===== src/rtl/sobel_frame_ctrl_pkg.sv =====
// Shared definitions for the Sobel frame controller: FSM states, default frame size
// and the counter-width helper used by the controller and its position counter.
package sobel_frame_ctrl_pkg;

    typedef enum logic [1:0] {
        ST_IDLE  = 2'd0,
        ST_FEED  = 2'd1,
        ST_DRAIN = 2'd2,
        ST_DONE  = 2'd3
    } state_t;

    // Frame geometry shared with sobel_kernel
    localparam int DEF_ROWS = 480;
    localparam int DEF_COLS = 360;

    function automatic int cnt_width(input int max_val);
        return (max_val < 1) ? 1 : $clog2(max_val + 1);
    endfunction

endpackage


===== src/rtl/sobel_frame_ctrl_pix_counter.sv =====
// Row/column position counter for a raster-scanned frame, with clear, increment and a
// flag marking the last pixel of the frame. Also usable by the kernel's data buffer.
module sobel_frame_ctrl_pix_counter
    import sobel_frame_ctrl_pkg::*;
#(
    parameter int ROWS = DEF_ROWS,
    parameter int COLS = DEF_COLS,
    localparam int ROW_W = cnt_width(ROWS - 1),
    localparam int COL_W = cnt_width(COLS - 1)
) (
    input  logic             clk,
    input  logic             rst,
    input  logic             clr,
    input  logic             inc,
    output logic [ROW_W-1:0] row,
    output logic [COL_W-1:0] col,
    output logic             last
);

    localparam logic [ROW_W-1:0] ROW_MAX = ROW_W'(ROWS - 1);
    localparam logic [COL_W-1:0] COL_MAX = COL_W'(COLS - 1);

    logic col_wrap;

    assign col_wrap = (col == COL_MAX);
    assign last     = col_wrap && (row == ROW_MAX);

    // NOTE: state registers use non-blocking assignments so every flop samples pre-edge values.
    always_ff @(posedge clk) begin
        if (rst || clr) begin
            row <= '0;
            col <= '0;
        end else if (inc) begin
            if (col_wrap) begin
                col <= '0;
                row <= (row == ROW_MAX) ? '0 : row + ROW_W'(1);
            end else begin
                col <= col + COL_W'(1);
            end
        end
    end

endmodule


===== src/rtl/sobel_frame_ctrl.sv =====
// Frame sequencer for the Sobel kernel: feeds one frame of source pixels, collects results,
// flags completion or drain timeout. Optional macro SOBEL_CTRL_THRESH_EN binarises results.
module sobel_frame_ctrl
    import sobel_frame_ctrl_pkg::*;
#(
    parameter int ROWS          = DEF_ROWS,
    parameter int COLS          = DEF_COLS,
    parameter int OUT_PIXELS    = (ROWS - 2) * (COLS - 2),
    parameter int DRAIN_TIMEOUT = 4096
) (
    input  logic       clk,
    input  logic       rst,
    input  logic       start_i,
    input  logic       pix_valid_i,
    input  logic [7:0] pix_data_i,
    output logic       pix_ready_o,
    output logic [7:0] k_data_o,
    output logic       k_we_o,
    input  logic       k_done_i,
    input  logic [7:0] k_pixel_i,
`ifdef SOBEL_CTRL_THRESH_EN
    input  logic [7:0] threshold_i,
`endif
    output logic       out_valid_o,
    output logic [7:0] out_data_o,
    output logic       busy_o,
    output logic       frame_done_o,
    output logic       err_o
);

    localparam int RES_W = cnt_width(OUT_PIXELS);
    localparam int TMR_W = cnt_width(DRAIN_TIMEOUT - 1);
    localparam logic [RES_W-1:0] RES_FULL = RES_W'(OUT_PIXELS);
    localparam logic [TMR_W-1:0] TMR_LAST = TMR_W'(DRAIN_TIMEOUT - 1);

    state_t state, state_nxt;

    logic [RES_W-1:0] res_cnt;
    logic [TMR_W-1:0] timer;
    logic [cnt_width(ROWS - 1)-1:0] pix_row;
    logic [cnt_width(COLS - 1)-1:0] pix_col;
    logic pix_last;
    logic accept, start_go, in_frame, cnt_full, counted, surplus, timeout_err;
    logic [7:0] result_pix;
    logic unused_pos;

    assign pix_ready_o  = (state == ST_FEED);
    assign busy_o       = (state != ST_IDLE);
    assign frame_done_o = (state == ST_DONE);

    assign accept      = pix_valid_i && pix_ready_o;
    assign start_go    = start_i && (state == ST_IDLE);
    assign in_frame    = (state == ST_FEED) || (state == ST_DRAIN);
    assign cnt_full    = (res_cnt == RES_FULL);
    assign counted     = k_done_i && in_frame && !cnt_full;
    assign surplus     = k_done_i && !counted;
    // Completion has priority over a timeout landing in the same cycle
    assign timeout_err = (state == ST_DRAIN) && !cnt_full && (timer == TMR_LAST);

    // Position is only needed for the last-pixel flag; row/col stay visible for debug
    assign unused_pos = ^{pix_row, pix_col};

`ifdef SOBEL_CTRL_THRESH_EN
    assign result_pix = (k_pixel_i >= threshold_i) ? 8'hFF : 8'h00;
`else
    assign result_pix = k_pixel_i;
`endif

    sobel_frame_ctrl_pix_counter #(
        .ROWS (ROWS),
        .COLS (COLS)
    ) u_pix_counter (
        .clk  (clk),
        .rst  (rst),
        .clr  (start_go),
        .inc  (accept),
        .row  (pix_row),
        .col  (pix_col),
        .last (pix_last)
    );

    always_ff @(posedge clk) begin
        if (rst) state <= ST_IDLE;
        else     state <= state_nxt;
    end

    // NOTE: next-state gets its default first so no path through the case infers a latch.
    always_comb begin
        state_nxt = state;
        case (state)
            ST_IDLE:  if (start_i) state_nxt = ST_FEED;
            ST_FEED:  if (accept && pix_last) state_nxt = ST_DRAIN;
            ST_DRAIN: if (cnt_full || timer == TMR_LAST) state_nxt = ST_DONE;
            ST_DONE:  state_nxt = ST_IDLE;
            default:  state_nxt = ST_IDLE;
        endcase
    end

    always_ff @(posedge clk) begin
        if (rst) begin
            k_we_o      <= 1'b0;
            k_data_o    <= '0;
            out_valid_o <= 1'b0;
            out_data_o  <= '0;
            res_cnt     <= '0;
            timer       <= '0;
            err_o       <= 1'b0;
        end else begin
            k_we_o      <= accept;
            out_valid_o <= counted;
            if (accept)  k_data_o   <= pix_data_i;
            if (counted) out_data_o <= result_pix;

            if (start_go)     res_cnt <= '0;
            else if (counted) res_cnt <= res_cnt + RES_W'(1);

            // Timer measures idle cycles since the last result, only while draining
            if (state != ST_DRAIN || k_done_i) timer <= '0;
            else                               timer <= timer + TMR_W'(1);

            if (start_go)               err_o <= 1'b0;
            if (surplus || timeout_err) err_o <= 1'b1;
        end
    end

endmodule


===== config.mk =====
export PLATFORM = sky130hd
export DESIGN_NAME = sobel_frame_ctrl
export DESIGN_NICKNAME = d
export VERILOG_FILES = /design/src/rtl/sobel_frame_ctrl_pkg.sv /design/src/rtl/sobel_frame_ctrl_pix_counter.sv /design/src/rtl/sobel_frame_ctrl.sv
export SDC_FILE = /design/constraint.sdc
export NUM_CORES = 1
export LEC_CHECK = 0
export CAP_MARGIN = 10
export CORE_ASPECT_RATIO = 1.5
export CORE_MARGIN = 1.5
export CORE_UTILIZATION = 45
export CTS_BUF_LIST = sky130_fd_sc_hd__clkbuf_4 sky130_fd_sc_hd__clkbuf_8 sky130_fd_sc_hd__clkbuf_16
export DETAILED_ROUTE_END_ITERATION = 8
export MAX_ROUTING_LAYER = met4
export PLACE_DENSITY = 0.64
export SLEW_MARGIN = 20
export SYNTH_ARGS = -nofsm -noshare
export SYNTH_HDL_FRONTEND = slang
export SYNTH_SLANG_ARGS = --single-unit
export TNS_END_PERCENT = 1

===== constraint.sdc =====
create_clock -name clk -period 3.08 [get_ports clk]
set_input_delay 0.616 -clock clk [delete_from_list [all_inputs] [get_ports clk]]
set_output_delay 0.616 -clock clk [all_outputs]
set_load 0.03 [all_outputs]

After elaboration in Yosys (flattened, before gate mapping). Cells that the tools add are included.

Equality and inequality tests: 11. Muxes and demuxes: 8. Add/sub/neg operators: 4. Reductions and logical operators: 23.

Operators by type and width (number): 18-bit by 1-bit adder with 18-bit output (second input constant) (1); 9-bit by 1-bit adder with 9-bit output (second input constant) (2); 18-bit equality test (second input constant) (1); 9-bit equality test (second input constant) (2); 9-bit two-way mux (2); 12-bit by 1-bit adder with 12-bit output (second input constant) (1); 12-bit equality test (second input constant) (1); 1-bit logical AND (9); 2-bit case mux with 4 select lines (1); 2-bit two-way mux (3); 1-bit logical OR (5); 2-bit equality test (second input constant) (2); 2-bit by 1-bit inequality test with 1-bit output (second input constant) (2); 2-bit inequality test (second input constant) (2); 2-bit nonzero test (2); 2-bit OR reduction (2); 3-bit AND reduction (1); 2-bit by 1-bit equality test with 1-bit output (second input constant) (1); 1-bit zero test (2); 2-bit zero test (1); 1-bit two-way mux (2); 2-bit AND reduction (1).

Word-level logic and storage cells: 56. Bits in registers: 69. Output and inout port bits: 22. Bits of input ports: 21.

Logic depth before layout (Yosys ltp).
Word-level depth: 8. Gate-level depth with buffers: 9. Mapped depth without buffers: 7.

By module. From an unflattened synthesis, not the netlist that was laid out.

Cells, all modules: 348. Area total of the unflattened synthesis: 3103.0 sq um.

By module, submodules not included: sobel_frame_ctrl (instances 1, area an instance 2224.6 sq um, cells each 245); sobel_frame_ctrl_pix_counter (instances 1, area an instance 878.3 sq um, cells each 103).

Worst setup path before layout. No wires, ideal clock.

Path type: register -> register. Start point: reg state[1]. End point: reg state[0]. Setup slack: 0.696 ns. Period minus slack after synthesis: 2.384 ns. Required time: 2.994 ns. Cell stages (with the launch flop): 8. Arrival time: 2.299 ns. Setup time: 0.086 ns. Path through: dfxtp_1 -> inv_1 -> ha_1 -> and4_1 -> nand4_1 -> or4_1 -> a221o_1 -> a211oi_1.

Longest elaborated chain between the ends: 5. Elaborated cells on any way between the ends: 11.

RTL lines: from (decl) (line sobel_frame_ctrl.sv:36) `state_t state, state_nxt;`; from (signal assigned) (line sobel_frame_ctrl.sv:84) `else state <= state_nxt;`; 2-bit by 1-bit equality test with 1-bit output * (line sobel_frame_ctrl.sv:47) `assign pix_ready_o = (state == ST_FEED);`; net pix_ready_o (line sobel_frame_ctrl.sv:16) `output logic pix_ready_o,`; 1-bit logical AND (line sobel_frame_ctrl.sv:51) `assign accept = pix_valid_i && pix_ready_o;`; 1-bit logical AND (line sobel_frame_ctrl.sv:92) `ST_FEED: if (accept && pix_last) state_nxt = ST_DRAIN;`; 2-bit by 1-bit inequality test with 1-bit output (no source line); 3-bit AND reduction (no source line).

The timed path passes the listed nets; every way through them passes the cells marked *. A chain may end at the register's enable or synchronous reset.

Worst setup path in the final report.
Start point: in pix_valid_i. End point: reg state[0].

Longest elaborated chain between the ends: 4.

RTL lines: from (decl) (line sobel_frame_ctrl.sv:14) `input logic pix_valid_i,`; 1-bit logical AND (line sobel_frame_ctrl.sv:51); 1-bit logical AND (line sobel_frame_ctrl.sv:92); 2-bit by 1-bit inequality test with 1-bit output (no source line); 3-bit AND reduction (no source line).

No other way between the ends.

==> qor.yml <==
slowest_stage: "or4_1"
grt_overflow: 0
dpl.cell_count: 466
p_leak_uw: 0.00136
synth-compound-area-share_pct: 10.4
grt_pass1_wl_mm: 10.5
skew_ps: 8.34
finalSetupViolCount: 0
min_period_ps: 2430
clock_path_buffers: 2
drv_slew: 0
die_area_um2: 7160
antennaDiodeCount: 0
yosys_warnings: 0
combPwrFrac_pct: 27.1
power_frac_seq_pct: 42.5
synthMuxAreaShare_pct: 1.34
outcome: "finished, final reports clean"
start_kind: "input pin"
grt_max_degree: 19
core-area_um2: 6490
cts_root_buf: "clkbuf_8"
synthArstFlopShare_pct: 0
synth_area_um2: 2990
crit_chain: "clkdlybuf4s50_1 > and4_1 > nand4_1 > or4_1 > a221o_1 > a211oi_1"
start_util_pct: 46.2
port_buffers: 42
die_w_um: 69.6
final_cell_mix: "dfxtp_1 (69), nand2_1 (64), nor2_1 (47), clkdlybuf4s50_1 (42), a21oi_1 (26)"
rows: 36
swShare_pct: 31.6
ant_nets: 0
grt_pass1_vias: 2391
yosys_most_used_dff: "dfxtp_1"
power_switching_uw: 747
fmaxAchievable_mhz: 412
drt_iter0_markers: 73
slowest_delay_ps: 600
synth-xor-area-share_pct: 9.07
n_fill_cell: 629
hpwl_mm: 4.41
required_ps: 3340
arrival_ps: 2690
gp_congestion: 0.788
via_count: 2521
postSynthRegisterBits: 69
nNetsFinal: 432
cts_hold_buf: 0
drtPass1Iterations: 4
synth_top_family_by_area: "simple AND/OR/NAND/NOR gates"
rsz0062_at_grt: "false"
h-tree-depth: 3
synthDistinctLibCells: 38
worstMarginPinSlew_ps: 547
cts_setup_buffers: 0
maxSlewHeadroom_pct: 63.2
num_io_pins: 43
hold_class: "flip-flop to flip-flop"
antenna_found_initial: 0
synth_edf_count: 0
drv_cap: 0
routed_wl_mm: 6.10
p_int_uw: 1610
irDropWorstVdd_uv: 396
stdcell_count: 482
cp-end-kind: "flip-flop"
cts_made_buffers: 9
path_class: "input pin to flip-flop"
syn-instance-count: 353
yosysSeqAreaShare_pct: 46.1
grtUsageTotal_pct: 19.1
final_common_cell: "dfxtp_1"
drive_gt1_share_pct: 7.14
finalCritPeriodShare_pct: 78.8
cts.sinks: 69
syn_to_final_growth_pct: 24.2
post_cts_resized: 0
synth_fp_nets: 384
power_density_nw_per_um2: 635
setup-tns-final_ps: 0
pwr-share-clk_pct: 30.4
die_h_um: 103
avgViaCountPerCell: 5.23
hold_violations: 0
clkSlewWorstSetupHoldPaths_ps: 70
cts_tree: "built"
wire_per_inst_um: 12.7
critical_path.max_fanout: 3
synth_adder_area_share_pct: 4.18
post-route-drc-count: 0
clk_latency_ps: 340
synthSimpleGateAreaFrac_pct: 26.1
avgSynthCellArea_um2: 8.48
==> sequential cells by signal, summed over array words and instances, names as in the netlist <==
| name | cells |
|---|---|
| res_cnt | 18 |
| timer | 12 |
| u_pix_counter.col | 9 |
| u_pix_counter.row | 9 |
| k_data_o | 8 |
| out_data_o | 8 |
| state | 2 |
| err_o | 1 |
| k_we_o | 1 |
| out_valid_o | 1 |
==> critical path: cells and delay by family <==
kind,cells,cell delay (ps)
AOI/OAI and AO/OA,2,630
buffers and inverters,1,490
and+or+nand+nor,3,960
==> power groups by stage <==
stage | sequential (uW) | combinational [uW] | clock (uW)
2_1_floorplan | 1100 | 324 | 0
3_3_place_gp | 1020 | 646 | 0
3_5_place_dp | 1020 | 652 | 0
4_1_cts | 1000 | 653 | 751
5_1_grt | 1010 | 707 | 788
6_report | 1000 | 640 | 718
==> metal layers <==
metal | GRT usage, % | part of all wire, % | vias up | routed length, um
li1 | - | - | 1295 | -
met1 | 21.0 | 43 | 1162 | 2640
met2 | 31.7 | 50 | 50 | 3030
met3 | 5.67 | 4.7 | 14 | 284
met4 | 9.05 | 2.4 | 0 | 146
met5 | - | 0 | - | 0
==> synth_stat cells, types with 4 or more instances <==
| master | number | area share, % |
|---|---|---|
| nor2_1 | 47 | 5.9 |
| and3_1 | 6 | 1.3 |
| clkbuf_1 | 11 | 1.4 |
| nand3_1 | 12 | 2.0 |
| nand2_1 | 64 | 8.0 |
| nor3_1 | 6 | 1.0 |
| nand4_1 | 10 | 2.1 |
| a21oi_1 | 26 | 4.3 |
| mux2i_1 | 4 | 1.3 |
| dfxtp_1 | 69 | 46 |
| ha_1 | 10 | 4.2 |
| inv_1 | 10 | 1.3 |
| xnor2_1 | 14 | 4.1 |
| nand2b_1 | 6 | 1.3 |
| and4_1 | 4 | 1.2 |
| xor2_1 | 17 | 5.0 |
==> stage by stage <==
step | instance area, um^2 | power, uW | setup slack [ps] | hold WS (ps) | util (%)
6_report | 3720 | 2360 | 654 | 454 | 57.3
5_1_grt | 3720 | 2510 | 531 | 470 | 57.3
4_1_cts | 3720 | 2410 | 631 | 456 | 57.3
3_5_place_dp | 3520 | 1670 | 275 | 446 | 54.2
3_3_place_gp | 3520 | 1670 | 345 | 443 | 54.2
2_1_floorplan | 2990 | 1430 | 696 | 430 | -
==> cells by family after synthesis <==
| logic type | count (synthesis) |
|---|---|
| buffers and inverters | 22 |
| AOI/OAI and AO/OA | 49 |
| adders and majority gates | 10 |
| DFF | 69 |
| and+or+nand+nor | 168 |
| xor gates and xnor gates | 31 |
| muxes | 4 |
==> cell type report <==
type	instances	area, um^2	area share [%]
clock buffers	16	201	5.42
repair buffers	49	473	12.7
inverters	10	37.5	1.01
well taps	76	95.1	2.56
flip-flops and latches	69	1380	37.2
multi-input cells	262	1530	41.1
==> path summary, 6_finish.rpt <==
path / from / end / slack [ps] / depth (start not counted)
worst max-delay path: pix_valid_i / state[0]$_SDFFE_PP0P_ / 650 / 6
worst max register to register: state[1]$_SDFFE_PP0P_ / state[0]$_SDFFE_PP0P_ / 690 / 7
worst min register to register: k_data_o[5]$_SDFFE_PP0P_ / k_data_o[5]$_SDFFE_PP0P_ / 450 / 2
worst min-delay path: k_data_o[5]$_SDFFE_PP0P_ / k_data_o[5]$_SDFFE_PP0P_ / 450 / 2
Note: power is estimated with default switching activity, not from simulation.
